===== config.mk =====
export PLATFORM = sky130hd
export DESIGN_NAME = dac_spi_receiver
export DESIGN_NICKNAME = d
export VERILOG_FILES = /design/src/rtl/dac_spi_pkg.sv /design/src/rtl/dac_spi_receiver_sync_edge.sv /design/src/rtl/dac_spi_receiver.sv
export SDC_FILE = /design/constraint.sdc
export NUM_CORES = 1
export LEC_CHECK = 0
export CORE_UTILIZATION = 25
export CTS_BUF_LIST = sky130_fd_sc_hd__clkbuf_2 sky130_fd_sc_hd__clkbuf_4 sky130_fd_sc_hd__clkbuf_8
export CTS_CLUSTER_DIAMETER = 120
export DETAILED_ROUTE_END_ITERATION = 16
export PLACE_DENSITY = 0.51
export SLEW_MARGIN = 20
export SYNTH_ARGS = -nofsm -noshare
export SYNTH_HDL_FRONTEND = slang
export SYNTH_SLANG_ARGS = --single-unit
export TNS_END_PERCENT = 5

===== constraint.sdc =====
create_clock -name clk -period 3.49 [get_ports clk]
set_input_delay 0.698 -clock clk [delete_from_list [all_inputs] [get_ports clk]]
set_output_delay 0.698 -clock clk [all_outputs]
set_load 0.05 [all_outputs]

===== src/rtl/dac_spi_pkg.sv =====
// dac_spi_pkg
// Shared constants and types for the galvo DAC serial receiver.
//   CH_SEL_BIT     - word bit selecting channel (0 = A/X, 1 = B/Y)
//   SHDN_BIT       - word bit carrying the active-low shutdown flag
//   DEF_WORD_BITS  - default frame length in bits
//   DEF_DATA_BITS  - default DAC code width
//   rx_state_t     - receiver FSM states
package dac_spi_pkg;

   localparam int CH_SEL_BIT    = 15;
   localparam int SHDN_BIT      = 12;
   localparam int DEF_WORD_BITS = 16;
   localparam int DEF_DATA_BITS = 12;

   typedef enum logic {
      IDLE  = 1'b0,
      SHIFT = 1'b1
   } rx_state_t;

endpackage


===== src/rtl/dac_spi_receiver_sync_edge.sv =====
// sync_edge
// Synchronizer chain for one asynchronous pin plus registered edge pulses.
// Ports:
//   clk    in  - system clock
//   reset  in  - asynchronous active-high reset (all flops to 0)
//   din    in  - asynchronous pin
//   level  out - synchronized level, time-aligned with rise/fall pulses
//   rise   out - one-cycle pulse on a synchronized 0->1 transition
//   fall   out - one-cycle pulse on a synchronized 1->0 transition
// Parameter SYNC_STAGES: synchronizer depth (>= 2).
module sync_edge #(
   parameter int SYNC_STAGES = 2
) (
   input  logic clk,
   input  logic reset,
   input  logic din,
   output logic level,
   output logic rise,
   output logic fall
);

   logic [SYNC_STAGES-1:0] chain_reg;
   logic                   last_reg;
   logic                   rise_reg;
   logic                   fall_reg;

   genvar gi;
   generate
      for (gi = 0; gi < SYNC_STAGES; gi++) begin : g_sync
         if (gi == 0) begin : g_first
            always_ff @(posedge clk or posedge reset) begin
               if (reset) chain_reg[gi] <= 1'b0;
               else       chain_reg[gi] <= din;
            end
         end else begin : g_rest
            always_ff @(posedge clk or posedge reset) begin
               if (reset) chain_reg[gi] <= 1'b0;
               else       chain_reg[gi] <= chain_reg[gi-1];
            end
         end
      end
   endgenerate

   // last_reg is the delayed synchronized copy; exporting it as the level
   // keeps the data pin aligned with the clock pin's registered edge pulse.
   always_ff @(posedge clk or posedge reset) begin
      if (reset) begin
         last_reg <= 1'b0;
         rise_reg <= 1'b0;
         fall_reg <= 1'b0;
      end else begin
         last_reg <= chain_reg[SYNC_STAGES-1];
         rise_reg <= chain_reg[SYNC_STAGES-1] & ~last_reg;
         fall_reg <= ~chain_reg[SYNC_STAGES-1] & last_reg;
      end
   end

   assign level = last_reg;
   assign rise  = rise_reg;
   assign fall  = fall_reg;

endmodule


===== src/rtl/dac_spi_receiver.sv =====
// dac_spi_receiver
// Receive-side model of the X/Y galvo DAC serial link. Deserializes 16-bit
// MSB-first words framed by dac_csn, double-buffers them per channel and
// transfers both channels to the outputs on a dac_latchn falling edge.
// Ports:
//   clk, reset              - system clock, asynchronous active-high reset
//   dac_csn/sclk/mosi       - serial frame select, clock, data (async pins)
//   dac_latchn              - load strobe, falling edge updates outputs
//   out_a, out_b            - channel A (X) / B (Y) output codes
//   shdn_a, shdn_b          - channel shutdown indications
//   word_strobe             - pulse: word committed to an input register
//   latch_strobe            - pulse: outputs updated
//   frame_error             - pulse: frame discarded (wrong bit count)
//   busy                    - frame open
// Configuration macro DAC_RX_SHDN_EN: when defined, a latched SHDN=0 forces
// the channel code to 0 and raises shdn_x; when undefined SHDN is ignored.
module dac_spi_receiver
   import dac_spi_pkg::*;
#(
   parameter int WORD_BITS   = DEF_WORD_BITS,
   parameter int DATA_BITS   = DEF_DATA_BITS,
   parameter int SYNC_STAGES = 2
) (
   input  logic                 clk,
   input  logic                 reset,
   input  logic                 dac_csn,
   input  logic                 dac_sclk,
   input  logic                 dac_mosi,
   input  logic                 dac_latchn,
   output logic [DATA_BITS-1:0] out_a,
   output logic [DATA_BITS-1:0] out_b,
   output logic                 shdn_a,
   output logic                 shdn_b,
   output logic                 word_strobe,
   output logic                 latch_strobe,
   output logic                 frame_error,
   output logic                 busy
);

   localparam int CNT_W = $clog2(WORD_BITS + 2);
   localparam logic [CNT_W-1:0] CNT_FULL = CNT_W'(WORD_BITS);
   localparam logic [CNT_W-1:0] CNT_MAX  = CNT_W'(WORD_BITS + 1);

   // ---------------- pin synchronizers ----------------
   logic [3:0] pin_in;
   logic [3:0] pin_level;
   logic [3:0] pin_rise;
   logic [3:0] pin_fall;

   assign pin_in = {dac_latchn, dac_mosi, dac_sclk, dac_csn};

   genvar gi;
   generate
      for (gi = 0; gi < 4; gi++) begin : g_pin
         sync_edge #(.SYNC_STAGES(SYNC_STAGES)) u_sync (
            .clk   (clk),
            .reset (reset),
            .din   (pin_in[gi]),
            .level (pin_level[gi]),
            .rise  (pin_rise[gi]),
            .fall  (pin_fall[gi])
         );
      end
   endgenerate

   logic csn_fall, csn_rise, sclk_rise, mosi_level, latch_fall;
   assign csn_fall   = pin_fall[0];
   assign csn_rise   = pin_rise[0];
   assign sclk_rise  = pin_rise[1];
   assign mosi_level = pin_level[2];
   assign latch_fall = pin_fall[3];

   // ---------------- state ----------------
   rx_state_t             state_reg, state_next;
   logic [WORD_BITS-1:0]  shift_reg, shift_next;
   logic [CNT_W-1:0]      count_reg, count_next;
   logic [DATA_BITS-1:0]  code_a_reg, code_a_next;
   logic [DATA_BITS-1:0]  code_b_reg, code_b_next;
   logic                  shdn_in_a_reg, shdn_in_a_next;
   logic                  shdn_in_b_reg, shdn_in_b_next;
   logic [DATA_BITS-1:0]  out_a_reg, out_a_next;
   logic [DATA_BITS-1:0]  out_b_reg, out_b_next;
   logic                  shdn_a_reg, shdn_a_next;
   logic                  shdn_b_reg, shdn_b_next;
   logic                  word_strobe_reg, word_strobe_next;
   logic                  latch_strobe_reg, latch_strobe_next;
   logic                  frame_error_reg, frame_error_next;

   always_ff @(posedge clk or posedge reset) begin
      if (reset) begin
         state_reg        <= IDLE;
         shift_reg        <= '0;
         count_reg        <= '0;
         code_a_reg       <= '0;
         code_b_reg       <= '0;
         shdn_in_a_reg    <= 1'b1;
         shdn_in_b_reg    <= 1'b1;
         out_a_reg        <= '0;
         out_b_reg        <= '0;
         shdn_a_reg       <= 1'b0;
         shdn_b_reg       <= 1'b0;
         word_strobe_reg  <= 1'b0;
         latch_strobe_reg <= 1'b0;
         frame_error_reg  <= 1'b0;
      end else begin
         state_reg        <= state_next;
         shift_reg        <= shift_next;
         count_reg        <= count_next;
         code_a_reg       <= code_a_next;
         code_b_reg       <= code_b_next;
         shdn_in_a_reg    <= shdn_in_a_next;
         shdn_in_b_reg    <= shdn_in_b_next;
         out_a_reg        <= out_a_next;
         out_b_reg        <= out_b_next;
         shdn_a_reg       <= shdn_a_next;
         shdn_b_reg       <= shdn_b_next;
         word_strobe_reg  <= word_strobe_next;
         latch_strobe_reg <= latch_strobe_next;
         frame_error_reg  <= frame_error_next;
      end
   end

   // Frame FSM and input-register commit.
   always_comb begin
      state_next       = state_reg;
      shift_next       = shift_reg;
      count_next       = count_reg;
      code_a_next      = code_a_reg;
      code_b_next      = code_b_reg;
      shdn_in_a_next   = shdn_in_a_reg;
      shdn_in_b_next   = shdn_in_b_reg;
      word_strobe_next = 1'b0;
      frame_error_next = 1'b0;

      case (state_reg)
         IDLE: begin
            // sclk edges here are ignored by construction
            if (csn_fall) begin
               shift_next = '0;
               count_next = '0;
               state_next = SHIFT;
            end
         end
         SHIFT: begin
            if (csn_rise) begin
               state_next = IDLE;
               if (count_reg == CNT_FULL) begin
                  word_strobe_next = 1'b1;
                  if (shift_reg[CH_SEL_BIT]) begin
                     code_b_next    = shift_reg[DATA_BITS-1:0];
                     shdn_in_b_next = shift_reg[SHDN_BIT];
                  end else begin
                     code_a_next    = shift_reg[DATA_BITS-1:0];
                     shdn_in_a_next = shift_reg[SHDN_BIT];
                  end
               end else begin
                  frame_error_next = 1'b1;
               end
            end else if (sclk_rise) begin
               shift_next = {shift_reg[WORD_BITS-2:0], mosi_level};
               // saturating count still distinguishes "too long" from "exact"
               if (count_reg != CNT_MAX) count_next = count_reg + 1'b1;
            end
         end
         default: state_next = IDLE;
      endcase
   end

   // Output latch. Uses the *_next input-register values so a commit in the
   // same cycle as the latch edge is included in the transferred codes.
   always_comb begin
      out_a_next        = out_a_reg;
      out_b_next        = out_b_reg;
      shdn_a_next       = shdn_a_reg;
      shdn_b_next       = shdn_b_reg;
      latch_strobe_next = 1'b0;
      if (latch_fall) begin
         latch_strobe_next = 1'b1;
`ifdef DAC_RX_SHDN_EN
         out_a_next  = shdn_in_a_next ? code_a_next : '0;
         out_b_next  = shdn_in_b_next ? code_b_next : '0;
         shdn_a_next = ~shdn_in_a_next;
         shdn_b_next = ~shdn_in_b_next;
`else
         out_a_next  = code_a_next;
         out_b_next  = code_b_next;
         shdn_a_next = 1'b0;
         shdn_b_next = 1'b0;
`endif
      end
   end

   // Sink for synchronizer outputs this block does not need.
   logic unused_pins;
   assign unused_pins = &{1'b0, pin_level[1:0], pin_level[3], pin_rise[3:2],
                          pin_fall[2:1], shift_reg[WORD_BITS-1:DATA_BITS]};

   assign out_a        = out_a_reg;
   assign out_b        = out_b_reg;
`ifdef DAC_RX_SHDN_EN
   assign shdn_a       = shdn_a_reg;
   assign shdn_b       = shdn_b_reg;
`else
   assign shdn_a       = 1'b0;
   assign shdn_b       = 1'b0;
   logic unused_shdn;
   assign unused_shdn  = &{1'b0, shdn_a_reg, shdn_b_reg};
`endif
   assign word_strobe  = word_strobe_reg;
   assign latch_strobe = latch_strobe_reg;
   assign frame_error  = frame_error_reg;
   assign busy         = (state_reg == SHIFT);

endmodule


# Word-level counts from Yosys, hierarchy flattened
# Cells that the tools add are included.
# totals
n_memories	0
latchBits	0
mem_bits_rw	0
wordCells	71
mem_bits_ro	0
ff_bits	89
# op_classes
n_lt_le_gt_ge	0
n_eq_ne	6
n_reduce_logical	2
shifts	0
muxes	27
mul	0
bitwise	9
div	0
add_sub_neg	1
# op_table
op	count
$mux W12	8
$mux W16	3
$pmux W16 S2	1
$mux W5	4
$pmux W5 S2	1
$mux W1	9
$ne A2 B1 Y1 const B	3
$add A5 B1 Y5 const B	1
$eq A5 B5 Y1 const B	1
$ne A5 B5 Y1 const B	1
$not A1 Y1	5
$and A1 B1 Y1	4
$reduce_and A4 Y1	1
$reduce_and A3 Y1	1
$ne A2 B2 Y1 const B	1
$pmux W1 S2	1

# Depth between registers and ports, before layout
# depth
word_depth	5
ltp_mapped	7

# By module
# Synthesis repeated with hierarchy kept, for this count alone.
# hier_totals
cells_unflattened	341
hier_area_um2	3784.9
# modules_own_cells
module	cells_each	instances	area_each_um2	seq_area_each_um2
dac_spi_receiver	309	1	3209.3	1826.8
sync_edge	8	4	143.9	125.1

# Least setup slack after synthesis
# No wires, ideal clock.
# synth_timing
path_type	reg-to-reg
from	register state_reg, in the netlist busy
to	register count_reg[4]
stages_incl_launch_ff	5
synth_period_minus_slack_ns	1.719
arrival_ns	1.653
setup_time_ns	0.066
setup_slack_ns	1.771
n_path_buf	1
cell_sequence	dfrtp_1 -> buf_2 -> nand3b_1 -> or4_1 -> nand2_1
# synth_via
elab_chain_len	3
elab_cells_between_ends	7
cone_classes	4 x eq/ne; 1 x mux; 1 x bitwise; 1 x reduce/logical
# synth_lines
element	line	source
from (decl)	dac_spi_receiver.sv:74	rx_state_t state_reg, state_next;
from (signal assigned)	dac_spi_receiver.sv:106	state_reg <= state_next;
$not A1 Y1	n/a	
$ne A2 B1 Y1 (no source line)	n/a	
$reduce_and A4 Y1 (no source line)	n/a	
to (signal assigned)	dac_spi_receiver.sv:108	count_reg <= count_next;
to (decl)	dac_spi_receiver.sv:76	logic [CNT_W-1:0] count_reg, count_next;
# Parallel ways exist; a longest one is shown, timed or not.
# A chain may end at the register's enable or synchronous reset.

# Worst setup path after layout
# layout_timing
from	register state_reg, in the netlist busy
to	output busy
# layout_rtl
element	line	source
to (decl)	dac_spi_receiver.sv:37	output logic busy
# No word-level cell between the ends.

==> metrics.md <==
| Metric | Value |
|---|---|
| Outcome | `finished clean` |
| Site Rows | `43` |
| Ys Warns | `0` |
| CP startpoint | `busy` |
| Routed Wire Length | `7190 µm` |
| CP Cell Sequence | `clkdlybuf4s50_1` |
| Skew final | `12.2 ps` |
| # IOs | `36` |
| Fin crit share | `0.729` |
| Grt ovf | `0` |
| Synth Register Bits | `89` |
| Worst-case clock buffer depth | `2` |
| Clk pwr share | `0.328` |
| EDFF count, synth | `0` |
| Worst endpoint required time | `2790 ps` |
| Final ANT Viol Nets | `0` |
| Filler Cells Inserted | `1401` |
| Hold Path Cell Cnt | `0` |
| Max stage delay cell, worst path | `clkdlybuf4s50_1` |
| CTS tree | `done` |
| Clk root buf | `clkbuf_8` |
| Die Wd | `122 µm` |
| Type of origin of the critical path | `register` |
| Antenna Cells | `0` |
| Post-CTS setup buffer count | `0` |
| Slowest stage delay, CP | `890 ps` |
| Area growth syn-to-layout | `19.9%` |
| Nets@finish | `358` |
| MaxCap Viol Count | `0` |
| Die height | `122 µm` |
| Setup TNS | `0 ps` |
| Utilization after layout | `0.309` |
| Clock sinks | `89` |
| Hold Crit Class | `reg2reg` |
| DR iter-0 viols | `220` |
| Level count of the clock H-tree | `3` |
| Post-synthesis instance total | `326` |
| CTS Hold Buffers Added | `0` |
| Switch Pwr | `0.693 mW` |
| RSZ-0062 raised after global routing | `no` |
| Share of cells above drive strength 1 | `0.0706` |
| DIE AREA | `14800 µm²` |
| Sw Ratio | `0.303` |
| Crit path DAT | `1850 ps` |
| Syn Area/Cell | `11.0 µm²` |
| Crit Path Max Fanout | `15` |
| Global-route wire length before repair | `12500 µm` |
| Hold Startpoint | `g_pin[0].u_sync.chain_reg[0]` |
| Routability cong. | `0.722` |
| Worst vdd ir | `0.169 mV` |
| LEAKAGE | `1.83 nW` |
| Fin crit period | `2540 ps` |
| DRC | `0` |
| Core ar. | `13900 µm²` |
| CP top delay family | `buffers and inverters` |
| CP bufs+invs | `1` |
| Max FFs per register | `16` |
| Cell taking the most area after synthesis | `dfrtp_1` |
| Fmax | `393 MHz` |
| Most common cell in the netlist | `dfrtp_1` |
| Hold Fails Final Rpt | `0` |
| Worst slew pin tran | `874 ps` |
| Ys async rst share | `1.00` |
| Cts bufs inserted | `9` |
| Seq/Total Area, Yosys | `0.620` |
| Avg Vias per Cell | `4.63` |
| Setup Crit Path Kind | `reg2out` |
| Synth cell types | `31` |
| Synth Flop Type | `dfrtp_1` |
| Vias in the first global route | `2433` |
| Power after layout | `2.29 mW` |
| Synth top cells by count | `89 x dfrtp_1, 29 x o31ai_1, 26 x nor2_1` |
| Sequential Power Share | `0.500` |
| CTS clk-pin slew, worst paths | `90 ps` |
| Top area cells in the synthesized netlist | `dfrtp_1 62%, o31ai_1 6.1%, o31a_1 3.7%` |
| Vias | `2474` |
| FF-to-FF setup slack | `1400 ps` |
| Worst r2r src | `count_reg[0]` |
| Power Dens Cells | `531 nW/µm²` |
| RR Endpoint | `out_a[2]` |
| Post-DP HPWL | `4650 µm` |
| CP endpoint kind | `primary output` |
| Skew-Pair Late Insertion Delay | `360 ps` |
| Quantity of I/O buffers inserted on ports | `33` |
| Gate power share | `0.172` |
| Max_slew headroom | `0.416` |
| Max-slew violations | `0` |
| Largest net degree at the start of global routing | `36` |
| Initial antenna violation count | `0` |
| GRT Util Overall | `0.109` |
| Hold endpoint | `g_pin[0].u_sync.chain_reg[1]` |
| Post-CTS Resized | `0` |
| Area share of the largest cell type after synthesis | `0.620` |
| Initial DRT Pass Iterations | `4` |
| Initial Util | `0.258` |
| Mapped Area | `3590 µm²` |
| FF-to-FF path depth | `5` |
| Routed len/inst | `13.5 µm` |
| Internal power consumption | `1.59 mW` |
| Count of final setup violators | `0` |
power by group through the flow:
stage	registers (mW)	logic, mW	clock network [mW]
3_5_place_dp	1.17	0.395	0
2_1_floorplan	1.27	0.161	0
3_3_place_gp	1.16	0.393	0
6_report	1.14	0.394	0.750
5_1_grt	1.15	0.428	0.813
4_1_cts	1.14	0.397	0.776
cell type report:
cell class,instances,area [µm²],share of cell area
well taps,180,225,0.0523
clock inverters,5,62.6,0.0145
flip-flops and latches,89,2230,0.517
clock buffers,11,151,0.0352
inverters,18,68.8,0.0160
repair buffers,39,395,0.0918
multi-input cells,192,1170,0.273
per-layer routing:
layer	up-vias	global-route usage	part of all wire	routed length, µm
li1	1205	-	-	-
met1	1206	0.154	0.52	3720
met2	52	0.154	0.42	3050
met3	11	0.0300	0.039	278
met4	0	0.0471	0.019	140
met5	-	0	0	0
placed cells by master, fill, tap and decap left out, types with 3 or more instances in the layout:
cell type,count
a21oi_1,15
a31oi_1,9
buf_4,4
clkbuf_8,11
clkdlybuf4s50_1,33
dfrtp_1,89
ha_1,3
inv_1,17
mux2i_1,5
nand2_1,18
nand3_1,17
nand4_1,6
nor2_1,26
nor2b_1,5
o21ai_0,25
o31a_1,15
o31ai_1,29
or4_1,5
kinds of logic after synthesis:
family | Yosys count | share of synthesized area
buffers and inverters | 46 | 0.0533
other | 1 | 0.00104
AOI/OAI and AO/OA | 98 | 0.181
DFF | 89 | 0.620
and+or+nand+nor | 84 | 0.120
adders and majority gates | 3 | 0.0105
muxes | 5 | 0.0139
worst max-delay path by stage:
| stage | endpoint | slack [ps] | cells past startpoint |
|---|---|---|---|
| floorplan | busy | 490 | 1 |
| global placement | busy | 1330 | 1 |
| detailed placement | code_a_reg[8] | 1260 | 3 |
| CTS | busy | 900 | 1 |
| global route | busy | 830 | 1 |
| finish | busy | 950 | 1 |
stage by stage:
step                      area [µm²]  std cells  setup slack, ps  hold slack (ps)
after floorplan                 3590        327              485              331
after global placement          4080        517             1330              335
after detailed placement        4080        517             1260              336
after CTS                       4290        533              898              360
after global routing            4310        534              835              362
final                           4310        534              947              355
(Power assumes the default switching activity.)
